[config.mk]
export PLATFORM = sky130hd
export DESIGN_NAME = fb_writer
export DESIGN_NICKNAME = d
export VERILOG_FILES = /design/src/rtl/fb_writer.sv
export SDC_FILE = /design/constraint.sdc
export NUM_CORES = 1
export LEC_CHECK = 0
export ABC_AREA = 1
export BUFFER_PORTS_ARGS = -buffer_cell sky130_fd_sc_hd__buf_4
export CAP_MARGIN = 20
export CORE_UTILIZATION = 59
export DETAILED_ROUTE_END_ITERATION = 8
export GPL_TIMING_DRIVEN = 0
export PLACE_DENSITY = 0.85
export SKIP_CTS_REPAIR_TIMING = 1
export SLEW_MARGIN = 5
export SYNTH_ARGS = -nofsm -noshare
export SYNTH_HDL_FRONTEND = slang
export SYNTH_SLANG_ARGS = --single-unit
[constraint.sdc]
create_clock -name clk -period 3.55 [get_ports clk]
set_input_delay 0 -clock clk [delete_from_list [all_inputs] [get_ports clk]]
set_output_delay 0 -clock clk [all_outputs]
set_load 0.1 [all_outputs]
[src/rtl/fb_writer.sv]
// Framebuffer write side: packs pairs of 16-bit pixels into 32-bit SRAM words and writes them
// through a request/grant handshake. Define FB_WRITER_CLEAR_EN to add the framebuffer clear pass.
module fb_writer #(
  parameter int H_PIXELS = 600,
  parameter int V_PIXELS = 600,
  parameter int ADDR_W   = 19
) (
  input  logic              clk,
  input  logic              rst,
  input  logic              frame_start,
  input  logic              clear_req,
  input  logic              pix_valid,
  output logic              pix_ready,
  input  logic [15:0]       pix_data,
  input  logic              pix_last,
  output logic              sram_write,
  output logic [ADDR_W-1:0] sram_addr,
  output logic [31:0]       sram_wdata,
  input  logic              sram_grant,
  output logic              frame_done,
  output logic              overrun
);

  localparam logic [1:0] S_IDLE   = 2'd0;
  localparam logic [1:0] S_CLEAR  = 2'd1;
  localparam logic [1:0] S_STREAM = 2'd2;
  localparam logic [1:0] S_FLUSH  = 2'd3;

  localparam logic [19:0] LAST_IDX = 20'(H_PIXELS * V_PIXELS - 1);

  logic [1:0]  state;
  logic [19:0] cnt;
  logic [15:0] low;
  logic        started;
  logic        accept;
  logic        is_last;

`ifdef FB_WRITER_CLEAR_EN
  localparam logic [ADDR_W-1:0] CLR_LAST = ADDR_W'(H_PIXELS * V_PIXELS / 2 - 1);
  logic [ADDR_W-1:0] clr_addr;
`else
  logic unused_clear_req;
  assign unused_clear_req = clear_req;
`endif

  // sram_write doubles as the pending flag, so no pixel is taken while a word waits for grant
  assign pix_ready = (state == S_STREAM) && !sram_write;
  assign accept    = pix_valid && pix_ready && !frame_start;
  assign is_last   = pix_last || (cnt == LAST_IDX);

  always_ff @(posedge clk) begin
    if (rst) begin
      state      <= S_IDLE;
      cnt        <= '0;
      low        <= '0;
      started    <= 1'b0;
      sram_write <= 1'b0;
      sram_addr  <= '0;
      sram_wdata <= '0;
      frame_done <= 1'b0;
      overrun    <= 1'b0;
`ifdef FB_WRITER_CLEAR_EN
      clr_addr   <= '0;
`endif
    end else begin
      frame_done <= 1'b0;
      if (frame_start) begin
        // A new frame aborts whatever is in flight, including a partly packed word
        sram_write <= 1'b0;
        cnt        <= '0;
        low        <= '0;
        overrun    <= 1'b0;
        started    <= 1'b1;
`ifdef FB_WRITER_CLEAR_EN
        clr_addr   <= '0;
        state      <= clear_req ? S_CLEAR : S_STREAM;
`else
        state      <= S_STREAM;
`endif
      end else begin
        case (state)
          S_IDLE: begin
            if (started && pix_valid)
              overrun <= 1'b1;
          end
`ifdef FB_WRITER_CLEAR_EN
          S_CLEAR: begin
            if (!sram_write) begin
              sram_write <= 1'b1;
              sram_addr  <= clr_addr;
              sram_wdata <= '0;
            end else if (sram_grant) begin
              sram_write <= 1'b0;
              if (clr_addr == CLR_LAST) begin
                state <= S_STREAM;
                cnt   <= '0;
              end else begin
                clr_addr <= clr_addr + 1'b1;
              end
            end
          end
`endif
          S_STREAM: begin
            if (sram_write && sram_grant)
              sram_write <= 1'b0;
            if (accept) begin
              cnt <= cnt + 1'b1;
              if (!cnt[0])
                low <= pix_data;
              // An odd pixel completes a word; a final even pixel goes out with a transparent partner
              if (cnt[0] || is_last) begin
                sram_write <= 1'b1;
                sram_addr  <= ADDR_W'(cnt >> 1);
                sram_wdata <= cnt[0] ? {pix_data, low} : {16'h0000, pix_data};
              end
              if (is_last)
                state <= S_FLUSH;
            end
          end
          S_FLUSH: begin
            if (sram_write && sram_grant) begin
              sram_write <= 1'b0;
              frame_done <= 1'b1;
              state      <= S_IDLE;
            end
          end
          default: state <= S_IDLE;
        endcase
      end
    end
  end

endmodule

==> flow_summary_export.csv <==
group,metric,value,unit
outcome,outcome,"finished with violations",
outcome,violations,"DRC",
synth,synth_nets,555,
pwr,power_frac_seq,52.7,%
cells_and_area,drive_above_1_share,19.4,%
clock_tree,htreeDepth,3,
pwr,p_leak,2.02,nW
timing,rsz0062_at_grt,"no",
global_route,grt_overflow,0,
critical_path,crit_path_end_kind,"register",
placed_design,place_inst,684,
pwr,combPwrFrac,11.7,%
drt,drc,6,
die,die_w,84.1,um
synth,synthDistinctLibCells,32,
synth,async_reset_ff_share,0,%
cells_and_area,instances_no_fill,720,
placed_design,dp_hpwl,7.04,mm
critical_path,cp-start-kind,"register",
cells_and_area,syn2layout_area_growth,26.8,%
timing,setup_violations,0,
cells_and_area,nFillCells,461,
timing,fin_worst_skew,11.3,ps
clock_tree,clkSinkCount,93,
synth,ys_warn_count,0,
drt,drt-total-wl,10.7,mm
synth,ys_ff_latch,93,
pwr,clock_power_share,35.6,%
die,initial_utilization,62.0,%
drt,drtAntennaViolNets,0,
drt,dr_total_vias,4024,
die,fp.dieH,84.1,um
placed_design,gp_congestion,0.846,
drt,drt_iter0_drc,236,
synth,avgSynthCellArea,7.50,um2
die,fp.coreArea,0.00642,mm2
synth,synth.cell_area,0.00398,mm2
pwr,vdd_drop_max,0.283,mV
timing,period_share,52.7,%
cells_and_area,layout_common_cells,"nand2_1 (116), dfxtp_1 (93), buf_4 (82)",
global_route,grt_usage,28.9,%
flow_run,cap_violations,0,
pwr,finalPower,2.02,mW
pwr,power.switching,0.560,mW
min_path,hold_path.class,"input port to register",
global_route,grt_pass1_wl,16.2,mm
timing,final.setup.tns,0,ps
critical_path,path_class,"register to register",
pwr,internal_power,1.46,mW
critical_path,r2r_start,"state[1]$_SDFFE_PP0P_",
timing,fmax,0.535,GHz
pwr,pwr_density_cell,400,mW/mm2
die,rows,29,
synth,synthFlopType,"dfxtp_1",
clock_tree,cts.clk_slew.worst_paths,100,ps
synth,synth-seq-area-share,46.8,%
cells_and_area,final_nets,662,
critical_path,r2r_setup_slack,1680,ps
synth,syn-instance-count,531,
critical_path,worst_r2r_path_depth,6,
critical_path,r2r-end,"low[12]$_SDFFE_PP0P_",
cells_and_area,final_common_cell,"nand2_1",
synth,synth_edf_count,0,
timing,worst_pin_slew,636,ps
clock_tree,cts_tree,"built",
min_path,hold_depth,5,
critical_path,crit_required,3780,ps
critical_path,cp.arrival,2100,ps
min_path,min-delay-start,"pix_last",
timing,min_period,1870,ps
drt,wl_per_cell,14.8,um
timing,slew_violations,0,
cells_and_area,diodes,0,
cells_and_area,multiInputGateArea,0.00172,mm2
synth,synth_top_area_share,46.8,%
clock_tree,root_buffer,"clkbuf_8",
clock_tree,cts_buffers,9,
die,ioPinCount,78,
clock_tree,clock_latency,370,ps
global_route,antenna_found_initial,0,
synth,yosysTopAreaCell,"dfxtp_1",
placed_design,io_buffers,76,
global_route,grt_pass1_vias,3572,
cells_and_area,regArea,0.00186,mm2
drt,drtPass1Iterations,7,
global_route,grt_max_degree,17,
pwr,sw_frac_of_total,27.7,%
critical_path,cp_max_fo,10,
clock_tree,clock_path_buffers,2,
timing,relSlewSlack,57.6,%
die,dieArea,0.00708,mm2
drt,vias_per_cell,5.59,
synth,synthTopCellsByArea,"dfxtp_1 (47%), nand2_1 (11%), a21oi_1 (9.2%)",
timing,hold_viol,0,
min_path,hold-path-endpoint,"state[0]$_SDFFE_PP0P_",
[per-layer routing]
| layer | track usage [%] | vias up | routed length (um) |
|---|---|---|---|
| li1 | - | 1950 | - |
| met1 | 35.4 | 1872 | 4210 |
| met2 | 50.4 | 175 | 5520 |
| met3 | 5.60 | 27 | 678 |
| met4 | 11.0 | 0 | 249 |
| met5 | 0 | - | 0 |
[worst max-delay path, cell delays in order, from the launching register on]
cell and delay [ps]:
dfxtp_1 460, nand3b_2 190, nor2_8 260, nand2_2 140, clkbuf_1 260, o21ai_0 290, a21oi_1 120
[Yosys cell counts (6+ instances only)]
cell type,instances
buf_6,8
o21ai_0,30
nand3_1,43
dfxtp_1,93
buf_4,6
inv_1,49
nand2_1,116
clkbuf_1,10
a211oi_1,11
a21oi_1,73
nor2_1,50
nor3_1,12
[power by group through the flow]
stage / combinational, mW / sequential [mW] / clock [mW]
2_1_floorplan: 0.0977 / 1.14 / 0
3_3_place_gp: 0.208 / 1.09 / 0
4_1_cts: 0.213 / 1.06 / 0.719
5_1_grt: 0.251 / 1.07 / 0.766
6_report: 0.236 / 1.06 / 0.720
3_5_place_dp: 0.212 / 1.09 / 0
[metrics by stage]
step | hold WS (ps) | worst slack (ps) | util (%) | instance area [um2]
6_report | 62.7 | 1680 | 78.6 | 5050
5_1_grt | 59.2 | 1540 | 78.6 | 5050
4_1_cts | -96.5 | 1740 | 75.5 | 4850
3_5_place_dp | 285 | 1770 | 72.4 | 4650
3_3_place_gp | 248 | 1810 | 72.4 | 4650
2_1_floorplan | 116 | 1560 | - | 3980
[registers in the layout, summed over array words and instances, names as in the netlist]
name	flops
low	16
sram_write	1
state	2
started	1
cnt	20
frame_done	1
sram_wdata	32
sram_addr	19
overrun	1
[worst max path at each step]
stage | from | depth (start not counted) | slack [ps] | to
floorplan | sram_write$_SDFFE_PP0P_ | 6 | 1560 | low[10]$_SDFFE_PP0P_
global placement | cnt[1]$_SDFFE_PP0P_ | 9 | 1810 | sram_wdata[31]$_SDFFE_PP0P_
detailed placement | cnt[1]$_SDFFE_PP0P_ | 9 | 1770 | sram_addr[11]$_SDFFE_PP0P_
CTS | cnt[1]$_SDFFE_PP0P_ | 9 | 1740 | sram_addr[11]$_SDFFE_PP0P_
global route | state[1]$_SDFFE_PP0P_ | 6 | 1540 | low[12]$_SDFFE_PP0P_
finish | state[1]$_SDFFE_PP0P_ | 6 | 1680 | low[12]$_SDFFE_PP0P_
[kinds of logic (layout without fill, tap and decap cells)]
group,count (synthesis),in the layout,share of synthesized area [%]
and+or+nand+nor,238,238,27.4
AOI/OAI and AO/OA,117,117,15.6
DFF,93,93,46.8
buffers and inverters,82,194,10.0
adders and majority gates,1,1,0.314
[layout make-up]
| type | instances | area share, % |
|---|---|---|
| sequential | 93 | 36.9 |
| multi-input combinational | 356 | 34.1 |
| timing repair buffer | 96 | 15.3 |
| buffer | 30 | 3.97 |
| inverter | 52 | 3.92 |
| clock buffer | 9 | 2.45 |
| tap | 77 | 1.91 |
| clock inverter | 7 | 1.51 |
No activity file was read; power rests on OpenSTA's default activity.
